[config.mk]
export PLATFORM = sky130hd
export DESIGN_NAME = clk_char_meter
export DESIGN_NICKNAME = d
export VERILOG_FILES = /design/src/rtl/clk_char_meter_pkg.sv /design/src/rtl/clk_char_meter_edge_sync.sv /design/src/rtl/clk_char_meter.sv
export SDC_FILE = /design/constraint.sdc
export NUM_CORES = 1
export LEC_CHECK = 0
export BUFFER_PORTS_ARGS = -buffer_cell sky130_fd_sc_hd__buf_2
export CORE_UTILIZATION = 51
export CTS_CLUSTER_SIZE = 20
export DETAILED_ROUTE_END_ITERATION = 10
export GPL_TIMING_DRIVEN = 0
export PLACE_DENSITY = 0.72
export SYNTH_ARGS = -nofsm -noshare
export SYNTH_HDL_FRONTEND = slang
export SYNTH_SLANG_ARGS = --single-unit
[constraint.sdc]
create_clock -name clk -period 8.3 [get_ports clk]
set_clock_uncertainty 0.1 [all_clocks]
set_input_delay 1.66 -clock clk [delete_from_list [all_inputs] [get_ports clk]]
set_output_delay 1.66 -clock clk [all_outputs]
set_load 0.1 [all_outputs]
[src/rtl/clk_char_meter_pkg.sv]
`timescale 1ns/1ps
// Shared types and default widths for the clock-characterisation meter.
// State encoding is local to the meter FSM; the defaults size the counters and limits.
package clk_char_meter_pkg;

  typedef enum logic [2:0] {
    IDLE,
    WAIT_REF,
    WAIT_RISE,
    MEAS_HIGH,
    MEAS_LOW,
    DONE
  } meas_state_t;

  localparam int CNT_W_DEF       = 16;
  localparam int SYNC_STAGES_DEF = 2;
  localparam int TIMEOUT_CYC_DEF = 1000;

endpackage

[src/rtl/clk_char_meter_edge_sync.sv]
`timescale 1ns/1ps
// Synchronises an async input into clk and flags rising/falling edges.
// Latency: SYNC_STAGES flops then one delay flop; no backpressure, edges are single-cycle pulses.
module edge_sync
  import clk_char_meter_pkg::*;
#(
  parameter int SYNC_STAGES = SYNC_STAGES_DEF
) (
  input  logic clk,
  input  logic rst,
  input  logic d,
  output logic rise,
  output logic fall
);

  logic [SYNC_STAGES-1:0] sync_q, sync_d;
  logic                   dly_q, dly_d;

  always_comb begin
    sync_d = {sync_q[SYNC_STAGES-2:0], d};
    dly_d  = sync_q[SYNC_STAGES-1];
  end

  always_ff @(posedge clk) begin
    if (rst) begin
      sync_q <= '0;
      dly_q  <= 1'b0;
    end else begin
      sync_q <= sync_d;
      dly_q  <= dly_d;
    end
  end

  assign rise = sync_q[SYNC_STAGES-1] & ~dly_q;
  assign fall = ~sync_q[SYNC_STAGES-1] & dly_q;

endmodule

[src/rtl/clk_char_meter.sv]
`timescale 1ns/1ps
// Measures phase (ref rise to sig rise), high, low and period of sig_in in clk cycles.
// Latency: wait-for-ref + phase + ton + toff + 2 cycles from start; no backpressure, start ignored while busy.
module clk_char_meter
  import clk_char_meter_pkg::*;
#(
  parameter int CNT_W       = CNT_W_DEF,
  parameter int SYNC_STAGES = SYNC_STAGES_DEF,
  parameter int TIMEOUT_CYC = TIMEOUT_CYC_DEF
) (
  input  logic             clk,
  input  logic             rst,
  input  logic             start,
  input  logic             sig_in,
  input  logic             ref_in,
  output logic             busy,
  output logic             valid,
  output logic             err,
  output logic [CNT_W-1:0] phase_cyc,
  output logic [CNT_W-1:0] ton_cyc,
  output logic [CNT_W-1:0] toff_cyc,
  output logic [CNT_W:0]   period_cyc
);

  localparam logic [CNT_W-1:0] TMO = CNT_W'(TIMEOUT_CYC);
  localparam logic [CNT_W-1:0] ONE = CNT_W'(1);

  logic sig_rise, sig_fall, ref_rise, ref_fall_unused;

  meas_state_t      state_q, state_d;
  logic [CNT_W-1:0] cnt_q, cnt_d, cnt_inc;
  logic [CNT_W-1:0] ph_lat_q, ph_lat_d, ton_lat_q, ton_lat_d;
  logic             busy_q, busy_d, valid_q, valid_d, err_q, err_d;
  logic [CNT_W-1:0] phase_q, phase_d, ton_q, ton_d, toff_q, toff_d;
  logic [CNT_W:0]   period_q, period_d;
  logic             tmo, fin, fin_err;
  logic [CNT_W-1:0] fin_toff;

  edge_sync #(.SYNC_STAGES(SYNC_STAGES)) u_sig_sync (
    .clk  (clk),
    .rst  (rst),
    .d    (sig_in),
    .rise (sig_rise),
    .fall (sig_fall)
  );

  edge_sync #(.SYNC_STAGES(SYNC_STAGES)) u_ref_sync (
    .clk  (clk),
    .rst  (rst),
    .d    (ref_in),
    .rise (ref_rise),
    .fall (ref_fall_unused)
  );

  // Saturating count: timeout fires on the cycle the limit is reached, so it never wraps.
  assign tmo     = (cnt_q == TMO);
  assign cnt_inc = tmo ? cnt_q : cnt_q + ONE;

  always_comb begin
    state_d   = state_q;
    cnt_d     = cnt_inc;
    ph_lat_d  = ph_lat_q;
    ton_lat_d = ton_lat_q;
    fin       = 1'b0;
    fin_err   = 1'b0;
    fin_toff  = '0;

    case (state_q)
      IDLE: begin
        cnt_d = '0;
        if (start) state_d = WAIT_REF;
      end
      WAIT_REF: begin
        if (tmo) begin
          fin     = 1'b1;
          fin_err = 1'b1;
        end else if (ref_rise) begin
          cnt_d    = ONE;
          ph_lat_d = '0;
          state_d  = sig_rise ? MEAS_HIGH : WAIT_RISE;
        end
      end
      WAIT_RISE: begin
        if (tmo) begin
          fin     = 1'b1;
          fin_err = 1'b1;
        end else if (sig_rise) begin
          ph_lat_d = cnt_q;
          cnt_d    = ONE;
          state_d  = MEAS_HIGH;
        end
      end
      MEAS_HIGH: begin
        if (tmo) begin
          fin     = 1'b1;
          fin_err = 1'b1;
        end else if (sig_fall) begin
          ton_lat_d = cnt_q;
          cnt_d     = ONE;
          state_d   = MEAS_LOW;
        end
      end
      MEAS_LOW: begin
        if (tmo) begin
          fin     = 1'b1;
          fin_err = 1'b1;
        end else if (sig_rise) begin
          fin      = 1'b1;
          fin_toff = cnt_q;
        end
      end
      DONE: begin
        cnt_d   = '0;
        state_d = IDLE;
      end
      default: state_d = IDLE;
    endcase

    if (fin) state_d = DONE;

    busy_d   = state_d inside {WAIT_REF, WAIT_RISE, MEAS_HIGH, MEAS_LOW};
    valid_d  = fin;
    err_d    = err_q;
    phase_d  = phase_q;
    ton_d    = ton_q;
    toff_d   = toff_q;
    period_d = period_q;
    if (fin) begin
      err_d    = fin_err;
      phase_d  = fin_err ? '0 : ph_lat_q;
      ton_d    = fin_err ? '0 : ton_lat_q;
      toff_d   = fin_toff;
      period_d = fin_err ? '0 : {1'b0, ton_lat_q} + {1'b0, fin_toff};
    end
  end

  always_ff @(posedge clk) begin
    if (rst) begin
      state_q   <= IDLE;
      cnt_q     <= '0;
      ph_lat_q  <= '0;
      ton_lat_q <= '0;
      busy_q    <= 1'b0;
      valid_q   <= 1'b0;
      err_q     <= 1'b0;
      phase_q   <= '0;
      ton_q     <= '0;
      toff_q    <= '0;
      period_q  <= '0;
    end else begin
      state_q   <= state_d;
      cnt_q     <= cnt_d;
      ph_lat_q  <= ph_lat_d;
      ton_lat_q <= ton_lat_d;
      busy_q    <= busy_d;
      valid_q   <= valid_d;
      err_q     <= err_d;
      phase_q   <= phase_d;
      ton_q     <= ton_d;
      toff_q    <= toff_d;
      period_q  <= period_d;
    end
  end

  assign busy       = busy_q;
  assign valid      = valid_q;
  assign err        = err_q;
  assign phase_cyc  = phase_q;
  assign ton_cyc    = ton_q;
  assign toff_cyc   = toff_q;
  assign period_cyc = period_q;

endmodule
# Yosys cells after proc, flatten, opt, wreduce, memory -nomap -nowiden
# Index checks and enable logic that the tools add are counted.
# classes
addsub	2
n_eq_ne	14
mux	34
bitwise	7
reduce_logical	8
# ops
cell	n
two-way mux 16 bit	16
one-hot mux 16 bit (4 select lines)	1
one-hot mux 16 bit (2 select lines)	1
two-way mux 3 bit	8
adder 16 x 16 -> 17 bit	1
two-way mux 17 bit	1
adder 16 x 1 -> 16 bit, second input constant	1
== test 16 x 10 -> 1 bit, second input constant	1
one-hot mux 3 bit (5 select lines)	1
== test 3 x 2 -> 1 bit, second input constant	4
== test 3 bit, second input constant	3
inequality test 2 bit, second input constant	4
== test 3 x 1 -> 1 bit, second input constant	2
two-way mux 1 bit	5
AND reduction 5 bit	1
NOT 1 bit	4
nonzero test 4 bit	1
OR reduction 4 bit	1
AND 1 bit	3
zero test 3 bit	1
AND reduction 3 bit	1
OR reduction 3 bit	1
one-hot mux 1 bit (2 select lines)	1
nonzero test 2 bit	1
OR reduction 2 bit	1
# word_totals
reg_bits	125
input_bits	5
out_inout_bits	68
elab_cells	80

# Longest topological paths before layout
# logic_depth
ltp_word	9
ltp_mapped	14

# By module
# A second synthesis with hierarchy kept.
# hier_totals
hier_cells	591
area_unflattened_um2	5467.7
# modules_own_cells
module	n_inst	cells_per_inst	area_each_um2	seq_area_each_um2
clk_char_meter	1	575	5285.1	2382.3
edge_sync	2	8	91.3	60.1

# Worst setup path before layout
# Ideal clock, no wire load.
# synth_timing
kind	flip-flop to flip-flop
startpoint	register cnt_q[0]
endpoint	register period_q[12], in the netlist period_cyc[12]
setup_ps	118
t_arrival_ps	2962
t_required_ps	8082
slack_ps	5121
stages_incl_launch_ff	15
n_path_buf	1
path_cell_list	dfxtp_1 inv_1 ha_1 nor3b_1 and4_4 buf_6 nor3_1 ha_1 fa_1 a21oi_1 o21ai_0 a211oi_2 o21ai_0 xor2_1 a22o_1
# synth_via
elab_chain_len	5
# synth_lines
element	line_no	text
start: declaration	clk_char_meter.sv:31	logic [CNT_W-1:0] cnt_q, cnt_d, cnt_inc;
start signal: assignment	clk_char_meter.sv:152	cnt_q <= cnt_d;
== test 16 x 10 -> 1 bit or two-way mux 16 bit (tied branches)	clk_char_meter.sv:56, clk_char_meter.sv:107	
two-way mux 16 bit (*)	clk_char_meter.sv:104	if (tmo) begin
two-way mux 16 bit (*)	clk_char_meter.sv:68	case (state_q)
net fin_toff[0]	clk_char_meter.sv:37	logic [CNT_W-1:0] fin_toff;
adder 16 x 16 -> 17 bit (*)	clk_char_meter.sv:133	period_d = fin_err ? '0 : {1'b0, ton_lat_q} + {1'b0, fin_toff};
two-way mux 17 bit (*)	clk_char_meter.sv:133	
end signal: assignment	clk_char_meter.sv:161	period_q <= period_d;
end: declaration	clk_char_meter.sv:35	logic [CNT_W:0] period_q, period_d;
# The timed path passes the listed nets; every way through them passes the cells marked *.
# A chain may end at the register's enable or synchronous reset.

# Worst setup path in the final report
# Same ends and word-level chain as after synthesis.

==> impl_metrics.json <==
{
  "cts_buffers": 17,
  "synthesis.nets": 587,
  "ys_seq_area_share_pct": 46.17,
  "io_buffer_count": 71,
  "holdBufCountCts": 0,
  "cpPeakStageDelay_ps": 470,
  "ctsResizeCount": 0,
  "async_flop_share_pct": 0,
  "core-area_um2": 10320,
  "path_max_fanout": 10,
  "hp-class": "reg2reg",
  "synth_top_area_share_pct": 46.17,
  "syn_inst": 563,
  "ys_top_cells_by_area": "dfxtp_1 (46%), a22o_1 (5.7%), nor2_1 (5.5%)",
  "max_cap_violations": 0,
  "synth_top_flop_cell": "dfxtp_1",
  "wl_mm": 13.68,
  "hpwl_mm": 9.966,
  "status": "complete, no violations",
  "cp-endpoint": "period_cyc[12]",
  "synth.most_common_cell": "dfxtp_1",
  "crit_chain": "inv_1 > ha_1 > nor3b_1 > and4_4 > buf_6 > nor3_1 > ha_1 > fa_1 > a21oi_1 > o21ai_0 > a211oi_2 > o21ai_0 > xor2_1 > a22o_1",
  "clockBufferDepth": 2,
  "fp-row-count": 37,
  "ys_seq_elements": 125,
  "initial_core_util_pct": 52.50,
  "grt_use_total_pct": 26.12,
  "powerDensity_nw_per_um2": 206.9,
  "drt_iter0_markers": 346,
  "synth.top_cells.by_count": "dfxtp_1 (125), nor2_1 (79), a21oi_1 (42)",
  "num-nets-final": 677,
  "cp_slowest_cell": "fa_1",
  "dieArea_um2": 11040,
  "vias_per_cell": 5.730,
  "critPathLaunch": "cnt_q[0]",
  "min_period_ps": 3784,
  "dr.pass1.iters": 6,
  "ios": 73,
  "yosysTopAreaCell": "dfxtp_1",
  "cp.required_ps": 8620,
  "grt_antenna_before_repair": 0,
  "grt_pass1_vias": 4331,
  "fin_crit_sh_pct": 45.59,
  "cts_sinks": 125,
  "path_class": "reg2reg",
  "path_delay_family": "compound AO/OA/AOI/OAI gates",
  "cts_tree": "done",
  "gp_congestion": 0.9504,
  "ff2ff_setup_slack_ps": 4520,
  "rsz0062_at_grt": "no",
  "synth-edff-count": 0,
  "crit_buf_inv": 2,
  "p_leak_nw": 2.800,
  "critical_path.endpoint_type": "flop",
  "vias": 4584,
  "worst_r2r_endpoint": "period_cyc[12]",
  "ys_types": 56,
  "r2r_cells": 14,
  "ys_warn_count": 0,
  "clk_transition_reported_paths_ps": 60,
  "max_freq_mhz": 264.3,
  "drcViolationCount": 0,
  "slew_violations": 0,
  "cts_root_buf": "clkbuf_8",
  "die_height_um": 105.1,
  "drive_gt1_share_pct": 22.14,
  "routedWlPerCell_um": 17.11,
  "post_cts_buffers": 0,
  "crit_arrival_ps": 4100,
  "tightest_slew_ps": 662.4,
  "hold_violations": 0,
  "cp-start-kind": "flop",
  "dieWidth_um": 105.1,
  "holdPathStages": 1,
  "finish.utilization_pct": 63.03,
  "netlist_area_um2": 5420,
  "htreeDepth": 4,
  "area_growth_pct": 20.06,
  "grt_start_max_net_pins": 17,
  "fill_cells": 871,
  "grt_overflow_total": 0,
  "hold_ws_ps": 342.6,
  "ant_nets": 0,
  "r2r-start": "cnt_q[0]",
  "clkLatencyLatePin_ps": 530,
  "ir_drop_v": 0.0001267,
  "diodes": 0,
  "finalSetupViolCount": 0,
  "avgSynthCellArea_um2": 9.627,
  "slew_headroom_pct": 55.84,
  "tns_ps": 0,
  "grt_pass1_wl_mm": 22.11,
  "path_depth": 14
}
sequential cells by signal, indices dropped and copies added, names as in the netlist:
register           cells
phase_cyc             16
period_cyc            17
err                    1
valid                  1
ph_lat_q              16
u_ref_sync.dly_q       1
ton_cyc               16
u_sig_sync.sync_q      2
state_q                3
u_sig_sync.dly_q       1
toff_cyc              16
cnt_q                 16
ton_lat_q             16
busy                   1
u_ref_sync.sync_q      2
kinds of logic after synthesis:
| logic type | Yosys count | synth area share, % |
|---|---|---|
| buffers and inverters | 43 | 4.640 |
| and+or+nand+nor | 180 | 17.13 |
| muxes | 17 | 3.139 |
| xor gates and xnor gates | 27 | 4.363 |
| DFF | 125 | 46.17 |
| AOI/OAI and AO/OA | 152 | 20.04 |
| adders and majority gates | 19 | 4.525 |
layout make-up:
cell class,instances,area [um2],area share (%)
inverters,9,33.78,0.5191
clock buffers,20,445.4,6.845
plain buffers,34,217.7,3.346
flip-flops and latches,125,2502,38.45
multi-input cells,395,2666,40.97
repair buffers,71,355.3,5.460
clock inverters,10,116.4,1.788
well taps,136,170.2,2.615
power breakdown:
group	switching (W)	leakage [nW]	internal (W)	total, W
Clock	0.000259	0.273	0.000439	0.000698
Sequential	0.00000203	1.01	0.000603	0.000605
Combinational	0.0000312	1.52	0.0000120	0.0000432
Total	0.000292	2.80	0.00105	0.00135
how the worst min path moves through the flow:
stage / from / to / slack [ps]
6_report: u_ref_sync.sync_q[0] / u_ref_sync.sync_q[1] / 340
2_1_floorplan: u_ref_sync.sync_q[0] / u_ref_sync.sync_q[1] / 310
4_1_cts: u_ref_sync.sync_q[0] / u_ref_sync.sync_q[1] / 350
3_5_place_dp: u_ref_sync.sync_q[0] / u_ref_sync.sync_q[1] / 330
3_3_place_gp: u_ref_sync.sync_q[0] / u_ref_sync.sync_q[1] / 330
5_1_grt: u_ref_sync.sync_q[0] / u_ref_sync.sync_q[1] / 370
routing by layer:
layer  track usage, %  wire (um)  up-vias
li1                 -          -     2201
met1            32.58       6027     2192
met2            42.67       6520      159
met3            7.112        756       32
met4            10.46        380        0
met5                0          0        -
placed cells by master (no fill, tap or decap), drive strengths merged, types with 5 or more instances in the layout:
master	instances
nor2b	8
buf	93
nand4	6
mux2i	17
clkinv	5
inv	10
a22oi	30
nand2b	5
a22o	35
xor2	9
nor2	91
ha	18
o21ai	11
a21oi	42
xnor2	18
and3	24
clkbuf	32
nand3	7
dfxtp	125
o211ai	6
a21o	7
nand2	22
per-stage QoR:
stage	std cells	cell area, um2	total power (W)	setup slack (ps)
after floorplan	563	5420	0.0006487	5121
final	800	6507	0.001347	4516
after global routing	800	6507	0.001387	4265
after detailed placement	770	5946	0.0006604	4588
after global placement	770	5946	0.0006592	4662
after CTS	800	6507	0.001355	4530
No activity file was read; power rests on OpenSTA's default activity.
